File: config.mk
export PLATFORM = sky130hd
export DESIGN_NAME = fadd_issue_ctrl
export DESIGN_NICKNAME = d
export VERILOG_FILES = /design/src/rtl/fadd_issue_ctrl.sv
export SDC_FILE = /design/constraint.sdc
export NUM_CORES = 1
export LEC_CHECK = 0
export CAP_MARGIN = 20
export CELL_PAD_IN_SITES_DETAIL_PLACEMENT = 1
export CELL_PAD_IN_SITES_GLOBAL_PLACEMENT = 1
export CORE_ASPECT_RATIO = 0.5
export CORE_UTILIZATION = 12
export DETAILED_ROUTE_END_ITERATION = 8
export PLACE_DENSITY_LB_ADDON = 0.08
export SETUP_SLACK_MARGIN = 0.4
export SYNTH_ARGS = -nofsm -noshare
export SYNTH_HDL_FRONTEND = slang
export SYNTH_SLANG_ARGS = --single-unit
File: constraint.sdc
create_clock -name clk -period 2.84 [get_ports clk]
set_clock_uncertainty 0.05 [all_clocks]
set_input_delay 0.71 -clock clk [delete_from_list [all_inputs] [get_ports clk]]
set_output_delay 0.71 -clock clk [all_outputs]
set_load 0.01 [all_outputs]
File: src/rtl/fadd_issue_ctrl.sv
// Issue controller for the 3-stage pipelined single-precision adder: round-robin
// arbitration of two requesters, shadow valid/src/tag pipeline, and result handshake.
module fadd_issue_ctrl #(
  parameter int TAG_W = 4
) (
  input  logic              clk,
  input  logic              clrn,
  input  logic              flush,
  input  logic              req0_valid,
  input  logic              req1_valid,
  output logic              req0_ready,
  output logic              req1_ready,
  input  logic [31:0]       req0_a,
  input  logic [31:0]       req0_b,
  input  logic [31:0]       req1_a,
  input  logic [31:0]       req1_b,
  input  logic              req0_sub,
  input  logic              req1_sub,
  input  logic [1:0]        req0_rm,
  input  logic [1:0]        req1_rm,
  input  logic [TAG_W-1:0]  req0_tag,
  input  logic [TAG_W-1:0]  req1_tag,
  output logic [31:0]       fa_a,
  output logic [31:0]       fa_b,
  output logic              fa_sub,
  output logic [1:0]        fa_rm,
  output logic              fa_e,
  input  logic [31:0]       fa_s,
  output logic              res_valid,
  input  logic              res_ready,
  output logic [31:0]       res_s,
  output logic              res_src,
  output logic [TAG_W-1:0]  res_tag,
  output logic [1:0]        inflight0,
  output logic [1:0]        inflight1
);

  logic             v_c_q, v_c_d, v_n_q, v_n_d;
  logic             src_c_q, src_c_d, src_n_q, src_n_d;
  logic [TAG_W-1:0] tag_c_q, tag_c_d, tag_n_q, tag_n_d;
  logic             prio_q, prio_d;
  logic [1:0]       infl0_q, infl0_d, infl1_q, infl1_d;

  logic             grant0, grant1, issue, res_hs;
  logic [TAG_W-1:0] issue_tag;

  function automatic logic [1:0] infl_step(input logic [1:0] cur,
                                           input logic inc, input logic dec);
    logic [1:0] nxt;
    nxt = cur;
    if (inc && !dec)      nxt = cur + 2'd1;
    else if (dec && !inc) nxt = cur - 2'd1;
    return nxt;
  endfunction

  // Arbitration: grant is purely a function of valids and the round-robin pointer.
  assign grant0 = req0_valid & (~req1_valid | ~prio_q);
  assign grant1 = req1_valid & (~req0_valid |  prio_q);

  // The whole adder pipeline freezes only when the last stage holds an unconsumed sum.
  assign fa_e       = ~(v_n_q & ~res_ready);
  assign req0_ready = fa_e & ~flush & grant0;
  assign req1_ready = fa_e & ~flush & grant1;
  assign issue      = req0_ready | req1_ready;
  assign issue_tag  = grant1 ? req1_tag : req0_tag;
  assign res_hs     = v_n_q & res_ready & ~flush;

  always_comb begin
    fa_a   = '0;
    fa_b   = '0;
    fa_sub = 1'b0;
    fa_rm  = 2'b00;
    if (grant0) begin
      fa_a   = req0_a;
      fa_b   = req0_b;
      fa_sub = req0_sub;
      fa_rm  = req0_rm;
    end else if (grant1) begin
      fa_a   = req1_a;
      fa_b   = req1_b;
      fa_sub = req1_sub;
      fa_rm  = req1_rm;
    end
  end

  always_comb begin
    v_c_d   = v_c_q;
    v_n_d   = v_n_q;
    src_c_d = src_c_q;
    src_n_d = src_n_q;
    tag_c_d = tag_c_q;
    tag_n_d = tag_n_q;
    prio_d  = prio_q;
    infl0_d = infl_step(infl0_q, req0_ready, res_hs & ~src_n_q);
    infl1_d = infl_step(infl1_q, req1_ready, res_hs &  src_n_q);
    if (fa_e) begin
      v_c_d   = issue;
      v_n_d   = v_c_q;
      src_c_d = grant1;
      src_n_d = src_c_q;
      tag_c_d = issue_tag;
      tag_n_d = tag_c_q;
    end
    if (issue) prio_d = ~grant1;
    // Flush kills everything in flight; the pointer deliberately keeps its value.
    if (flush) begin
      v_c_d   = 1'b0;
      v_n_d   = 1'b0;
      infl0_d = 2'd0;
      infl1_d = 2'd0;
    end
  end

  always_ff @(posedge clk) begin
    if (clrn) begin
      v_c_q   <= 1'b0;
      v_n_q   <= 1'b0;
      src_c_q <= 1'b0;
      src_n_q <= 1'b0;
      tag_c_q <= '0;
      tag_n_q <= '0;
      prio_q  <= 1'b0;
      infl0_q <= 2'd0;
      infl1_q <= 2'd0;
    end else begin
      v_c_q   <= v_c_d;
      v_n_q   <= v_n_d;
      src_c_q <= src_c_d;
      src_n_q <= src_n_d;
      tag_c_q <= tag_c_d;
      tag_n_q <= tag_n_d;
      prio_q  <= prio_d;
      infl0_q <= infl0_d;
      infl1_q <= infl1_d;
    end
  end

  assign res_valid = v_n_q;
  assign res_s     = fa_s;
  assign res_src   = src_n_q;
  assign res_tag   = tag_n_q;
  assign inflight0 = infl0_q;
  assign inflight1 = infl1_q;

endmodule

**After elaboration in Yosys (flattened, before gate mapping)**

Cells that the tools add are included.

- Output and inout port bits: 112
- Bits of input ports: 180
- Register bits after elaboration: 17

- Reduce and logical (&&, ||, !) cells: 11
- Bitwise gates (word level): 21
- Add/sub/neg operators: 4
- Muxes and demuxes: 13

Operators by type and width:

| cell | number |
|---|---|
| $mux W32 | 4 |
| $mux W2 | 6 |
| $and A1 B1 Y1 | 10 |
| $not A1 Y1 | 8 |
| $add A2 B1 Y2 const B | 2 |
| $logic_and A1 B1 Y1 | 4 |
| $logic_not A1 Y1 | 4 |
| $mux W4 | 1 |
| $reduce_bool A2 Y1 | 2 |
| $sub A2 B1 Y2 const B | 2 |
| $or A1 B1 Y1 | 3 |
| $mux W1 | 2 |
| $reduce_or A2 Y1 | 1 |

**Longest topological paths before layout**

Gate-level depths: netlist of run 1.

- Depth in word-level cells: 9
- Gate-level depth with buffers: 8

**Worst setup path after synthesis of run 1**

OpenSTA, ideal clock, no wires.

- Path type: input to register
- From: input req1_valid
- To: register infl1_q[1] (netlist: inflight1[1])
- Setup time: 0.070 ns
- Cell stages on the path: 6
- Data required time: 2.720 ns
- Data arrival time: 2.283 ns
- Path slack: 0.437 ns
- Cell sequence: buf_4 > inv_2 > nor4_1 > ha_1 > or3_1 > a21oi_1

- Cells in the longest elaborated chain, start to end: 5
- Elaborated cells between the ends (all ways): 7
- Classes of those cells: 1 x mux; 2 x bitwise; 4 x reduce/logical

Ends and longest elaborated chain:

| what | RTL line | text |
|---|---|---|
| start, declared | 10 | `input logic req1_valid,` |
| $and A1 B1 Y1 * | 58 | `assign grant1 = req1_valid & (~req0_valid \| prio_q);` |
| $and A1 B1 Y1 * | 63 | `assign req1_ready = fa_e & ~flush & grant1;` |
| net req1_ready | 12 | `output logic req1_ready,` |
| $logic_not A1 Y1 | 52 | `else if (dec && !inc) nxt = cur - 2'd1;` |
| $logic_and A1 B1 Y1 | 52 |  |
| $reduce_bool A2 Y1 (no line) | n/a |  |
| end signal, assigned | 134 | `infl1_q <= infl1_d;` |
| end, declared | 42 | `logic [1:0] infl0_q, infl0_d, infl1_q, infl1_d;` |

The timed path passes the listed nets; every way through them passes the cells marked *.
A chain may end at the register's enable or synchronous reset.

**Worst setup path after layout of run 1**

- From: input req0_valid
- To: output fa_a[18]

- Cells in the longest elaborated chain, start to end: 5
- Elaborated cells between the ends (all ways): 6
- Classes of those cells: 2 x mux; 4 x bitwise

Ends and longest elaborated chain:

| what | RTL line | text |
|---|---|---|
| start, declared | 9 | `input logic req0_valid,` |
| $not A1 Y1 | 58 |  |
| $or A1 B1 Y1 | 58 |  |
| $and A1 B1 Y1 | 58 |  |
| $mux W32 | 78 | `end else if (grant1) begin` |
| $mux W32 * | 73 | `if (grant0) begin` |
| end, declared | 23 | `output logic [31:0] fa_a,` |

Every way passes the cells marked *; elsewhere a longest branch is shown, timed or not.

==> impl_metrics.tcl, run 1 <==
set metrics [dict create \
    p_per_area_nw_per_um2 286 \
    diodes 0 \
    fmax_mhz 396 \
    crit_path_max_fanout 8 \
    wl_um 12000 \
    worstSetupPathType "input port to primary output" \
    io_pins 292 \
    gr-usage-all-layers_pct 14.6 \
    tightest_slew_ns 0.290 \
    cts-root-buf "clkbuf_16" \
    gp_congestion 0.781 \
    holdPathStages 2 \
    vias 2494 \
    drt_iter0_drc 72 \
    required_ns 2.08 \
    outcome "complete, no violations" \
    whs_ns 0.401 \
    hold_viol 0 \
    grt_pass1_wl_um 16300 \
    drive_gt1_share_pct 28.8 \
    rows 30 \
    synth.avg_cell_area_um2 8.27 \
    synthMuxAreaShare_pct 0 \
    die_x_um 170 \
    hpwl_um 9290 \
    design_area_um2 4230 \
    synth_top_family_by_area "compound AO/OA/AOI/OAI gates" \
    clk_latency_ns 0.24 \
    fin_nets 606 \
    vias_per_cell 4.06 \
    reg2reg_to "inflight0[1]$_SDFFE_PP0P_" \
    synthAdderAreaFrac_pct 1.48 \
    grt_pass1_vias 2658 \
    crit_path_start_kind "input port" \
    grt_start_max_net_pins 35 \
    clock_path_buffers 2 \
    finalCritPeriodShare_pct 88.9 \
    yosysWarnings 0 \
    die_area_um2 14600 \
    vdd_drop_max_mv 0.181 \
    total_power_mw 1.21 \
    hp-class "flop to flop" \
    synth_compound_area_share_pct 43.8 \
    rsz0062_at_grt "true" \
    synthXorXnorAreaFrac_pct 2.08 \
    ant_nets 0 \
    hold_start "res_tag[2]$_SDFFE_PP0N_" \
    drv_slew 0 \
    syn_area_um2 1690 \
    first_pass_iters 6 \
    drv_cap 0 \
    final_core_util_pct 31.0 \
    syn_nets 386 \
    core_um2 13600 \
    relSlewSlack_pct 80.6 \
    n_fill_cell 1582 \
    power.static_leakage_nw 1.83 \
    antenna_found_initial 0 \
    drc 0 \
    yosys.area_share.simple_pct 10.4 \
    critPathArrivalTime_ns 1.76 \
    cts.sinks 17 \
    overflow 0 \
    postPlaceCellArea_um2 4060 \
    setup_viol 0 \
    synth_cell_types 30 \
    reg2reg_depth 9 \
    min_to "res_tag[2]$_SDFFE_PP0N_" \
    wire_per_inst_um 19.5 \
    die_h_um 85.8 \
    io_buffer_count 227 \
    clk_transition_reported_paths_ns 0.05 \
    area_delta_synth_final_pct 151 \
    cts_hold_buffers 0 \
    r2r-start "prio_q$_SDFFE_PP0P_" \
    rrSetupSlack_ns 0.65 \
    synth_cells 204 \
    cts_buffers 3 \
    tritoncts "built" \
    yosysSeqAreaShare_pct 20.2 \
    h-tree-depth 1 \
    finalCriticalPeriod_ns 2.52 \
    crit_path_end_kind "primary output" \
    start_util_pct 12.4 \
    ys_ff_latch 17 \
]
[layer usage]
metal | vias to the layer above | global-route usage [%] | share of wire, %
li1 | 1188 | - | -
met1 | 1208 | 16.6 | 40
met2 | 84 | 28.6 | 53
met3 | 14 | 2.72 | 5.8
met4 | 0 | 2.29 | 1.0
met5 | - | 0 | 0
[logic make-up (layout without fill, tap and decap cells)]
family | after synthesis | in the layout
AOI/OAI and AO/OA | 92 | 92
and+or+nand+nor | 35 | 35
buffers and inverters | 54 | 273
adders and majority gates | 2 | 2
DFF | 17 | 17
xor gates and xnor gates | 4 | 4
[flip-flops by register name, indices dropped and copies added (netlist names)]
signal	cells
inflight0	2
inflight1	2
prio_q	1
res_src	1
res_tag	4
res_valid	1
src_c_q	1
tag_c_q	4
v_c_q	1
[report_power, final]
part	switching, mW	total (mW)	internal (mW)
clock	0.0880	0.278	0.190
combinational	0.247	0.670	0.423
sequential	0.00995	0.262	0.252
total	0.345	1.21	0.865
[final cells by class]
type	instances	area [um^2]	share of cell area (%)
flip-flops and latches	17	340	8.04
repair buffers	266	2550	60.4
clock buffers	4	78.8	1.86
multi-input cells	133	1010	23.8
inverters	3	11.3	0.266
well taps	192	240	5.68
[critical path, cell delays in order]
cell             delay (ns)
buf_6                  0.07
nor2b_4                0.16
nor2_4                 0.05
buf_12                 0.15
clkbuf_16              0.16
a22o_1                 0.22
clkdlybuf4s15_2        0.22
[worst max path at each step]
stage | from | end | cells after the start
global placement | req1_valid | req1_ready | 6
detailed placement | req1_valid | req1_ready | 6
finish | req0_valid | fa_a[18] | 7
floorplan | req1_valid | inflight1[1]$_SDFFE_PP0P_ | 6
CTS | req0_valid | fa_sub | 8
global route | req0_valid | fa_a[31] | 8
[cell usage after synthesis, drive strengths merged]
cell	number	share of area, %
o21ai	6	1.8
a21oi	8	2.4
nand2	11	2.4
dfxtp	17	20
a311oi	1	0.52
nand2b	1	0.37
nand4b	1	0.52
or3	2	0.74
nor3	2	0.59
nand3	1	0.30
ha	2	1.5
a22o	67	35
xor2	4	2.1
inv	3	0.67
a31oi	5	1.9
and3	1	0.37
nor4	1	0.37
nor2	11	2.6
a211oi	4	1.8
a21boi	1	0.67
buf	48	21
or2	1	0.37
nor2b	2	1.3
nand4	1	0.37
clkbuf	3	0.67
[repair_timing]
item                       4_1_cts  5_1_grt
gates cloned                     3        6
pin swaps                       11       35
setup endpoints to repair       74       69
gates resized for setup        210       78
buffers inserted                 6        3
[through the flow]
stage                     worst slack [ns]  std cells  setup TNS [ns]
after floorplan                      0.437        204               0
after global placement              -0.436        593          -26.08
after detailed placement            -0.448        593          -28.31
after CTS                            0.287        606               0
after global routing                 0.285        615               0
final                                0.316        615               0
[cells in the final DEF, fill, tap and decap left out, types with 2 or more instances in the layout]
cell type,count
clkbuf_16,7
clkbuf_2,15
clkdlybuf4s15_2,8
ha_1,2
dfxtp_1,17
nand2_1,11
buf_4,22
buf_2,38
a31oi_1,5
buf_6,13
buf_12,7
or3_1,2
clkdlybuf4s50_1,153
a21oi_1,8
o21ai_0,6
a211oi_1,4
nor2_1,10
nor3_1,2
dlygate4sd2_1,2
a22o_1,67
inv_1,2
buf_16,3
xor2_1,4
(Power assumes the default switching activity.)
==> inputs of run 2 (changes only) <==
--- a/config.mk
+++ b/config.mk
@@ -16,3 +16,4 @@
 export SYNTH_ARGS = -nofsm -noshare
 export SYNTH_HDL_FRONTEND = slang
 export SYNTH_SLANG_ARGS = --single-unit
+export TNS_END_PERCENT = 100
==> results of run 2 <==
The final DEF is identical to that of run 1; final timing and power are the same.
==> inputs of run 3 (changes only) <==
--- a/config.mk
+++ b/config.mk
@@ -10,8 +10,10 @@
 export CELL_PAD_IN_SITES_GLOBAL_PLACEMENT = 1
 export CORE_ASPECT_RATIO = 0.5
 export CORE_UTILIZATION = 12
+export CTS_BUF_LIST = sky130_fd_sc_hd__clkbuf_4 sky130_fd_sc_hd__clkbuf_8 sky130_fd_sc_hd__clkbuf_16
 export DETAILED_ROUTE_END_ITERATION = 8
 export PLACE_DENSITY_LB_ADDON = 0.08
+export REMOVE_ABC_BUFFERS = 1
 export SETUP_SLACK_MARGIN = 0.4
 export SYNTH_ARGS = -nofsm -noshare
 export SYNTH_HDL_FRONTEND = slang
==> impl_metrics.tcl, run 3 (synthesized netlist as in run 1, its figures left out) <==
set metrics [dict create \
    finalCriticalPeriod_ns 2.46 \
    crit_path_start_kind "input port" \
    vdd_drop_max_mv 0.170 \
    p_sw_share_pct 29.4 \
    antenna_found_initial 0 \
    start_util_pct 12.4 \
    tns_ns 0 \
    cts_buffers 3 \
    pre_cts_slack_ns -0.516 \
    power.static_leakage_nw 1.80 \
    design_area_um2 4130 \
    drt_iter0_drc 111 \
    core_um2 13600 \
    clk_transition_reported_paths_ns 0.05 \
    r2r-start "prio_q$_SDFFE_PP0P_" \
    diodes 0 \
    ant_nets 0 \
    p_switching_mw 0.354 \
    hp-class "flop to flop" \
    wire_per_inst_um 21.6 \
    cts_hold_buffers 0 \
    final-instance-count-excl-fill 610 \
    outcome "complete, no violations" \
    startpoint "req0_valid" \
    setup_viol 0 \
    drv_slew 0 \
    reg2reg_depth 9 \
    drv_cap 0 \
    drc 0 \
    final_cell_mix "clkdlybuf4s50_1 (153), a22o_1 (67), buf_2 (60)" \
    first_pass_iters 4 \
    power_frac_clock_pct 23.3 \
    cts-root-buf "clkbuf_16" \
    h-tree-depth 1 \
    hold_viol 0 \
    critPathArrivalTime_ns 1.70 \
    gr-usage-all-layers_pct 17.2 \
    grt_pass1_wl_um 18800 \
    regArea_um2 340 \
    finalCritPeriodShare_pct 86.6 \
    io_buffer_count 227 \
    total_power_mw 1.20 \
    hpwl_um 10500 \
    grt_start_max_net_pins 30 \
    drive_gt1_share_pct 28.2 \
    fin_nets 601 \
    rsz0062_at_grt "true" \
    layout_setup_ws_ns 0.382 \
    die_h_um 85.8 \
    crit_path_end_kind "primary output" \
    power.internal_mw 0.849 \
    tritoncts "built" \
    pwr-share-seq_pct 21.8 \
    worstSetupEndpoint "fa_a[1]" \
    dpl.cell_count 593 \
    combPwrFrac_pct 55.0 \
    postPlaceCellArea_um2 4060 \
    crit_path_max_fanout 15 \
    rows 30 \
    multi_input_area_um2 1010 \
    area_delta_synth_final_pct 145 \
    p_per_area_nw_per_um2 291 \
    overflow 0 \
    gp_congestion 0.815 \
    cts.sinks 17 \
    rrSetupSlack_ns 0.69 \
    die_area_um2 14600 \
    vias_per_cell 4.20 \
    vias 2561 \
    tightest_slew_ns 0.300 \
    clk_latency_ns 0.25 \
    clock_path_buffers 2 \
    final_common_cell "clkdlybuf4s50_1" \
    io_pins 292 \
    relSlewSlack_pct 80.0 \
    die_x_um 170 \
    required_ns 2.08 \
    n_fill_cell 1610 \
    grt_pass1_vias 2717 \
    wl_um 13200 \
    worstSetupPathType "input port to primary output" \
    fmax_mhz 407 \
    reg2reg_to "inflight1[1]$_SDFFE_PP0P_" \
]
[run 3: changes by cell type in the layout (fill, tap and decap cells not counted), sizes merged]
| cell | change |
|---|---|
| buf | +19 |
| clkinv | +1 |
| clkdlybuf4s15 | -8 |
| clkbuf | -17 |
[run 3: worst max-delay path, stage by stage]
cell	delay, ns
buf_8	0.07
nor2b_4	0.16
nor2_4	0.06
buf_12	0.16
buf_16	0.16
a22o_1	0.23
buf_2	0.14
[run 3: area by class of cell]
cell class	count	share of cell area [%]
inverters	3	0.273
well taps	192	5.82
repair buffers	261	59.4
flip-flops and latches	17	8.24
multi-input cells	133	24.4
clock buffers	3	1.82
clock inverters	1	0.121
[run 3: stage by stage]
stage	hold WS, ns	util (%)
floorplan	0.376	-
global placement	0.394	29.8
detailed placement	0.404	29.8
CTS	0.410	30.1
global route	0.426	30.3
finish	0.403	30.3
[run 3: worst min path at each step]
stage	from	end	cells past startpoint
6_report	res_tag[0]$_SDFFE_PP0N_	res_tag[0]$_SDFFE_PP0N_	2
5_1_grt	res_tag[0]$_SDFFE_PP0N_	res_tag[0]$_SDFFE_PP0N_	2
4_1_cts	res_tag[0]$_SDFFE_PP0N_	res_tag[0]$_SDFFE_PP0N_	2
3_5_place_dp	res_tag[0]$_SDFFE_PP0N_	res_tag[0]$_SDFFE_PP0N_	2
3_3_place_gp	src_c_q$_SDFFE_PP0N_	src_c_q$_SDFFE_PP0N_	2
2_1_floorplan	src_c_q$_SDFFE_PP0N_	src_c_q$_SDFFE_PP0N_	2
[run 3: layer usage]
layer | share of wire, % | global-route usage, % | wire length (um)
met5 | 0 | 1.00 | 0
met4 | 0.55 | 2.21 | 72
met3 | 10 | 6.92 | 1330
met2 | 45 | 28.4 | 5960
met1 | 44 | 21.6 | 5830
[run 3: power groups by stage]
stage,sequential [mW],combinational (mW),clock (mW)
2_1_floorplan,0.267,0.192,0
3_3_place_gp,0.266,0.663,0
3_5_place_dp,0.267,0.669,0
4_1_cts,0.262,0.662,0.292
5_1_grt,0.263,0.704,0.299
6_report,0.262,0.661,0.280
[run 3: repair_timing]
action                     in CTS  in global routing
cloned                          5                  1
pin swaps                      24                  1
setup buffers                   6                  1
resized for setup             311                  5
setup endpoints to repair      74                 68
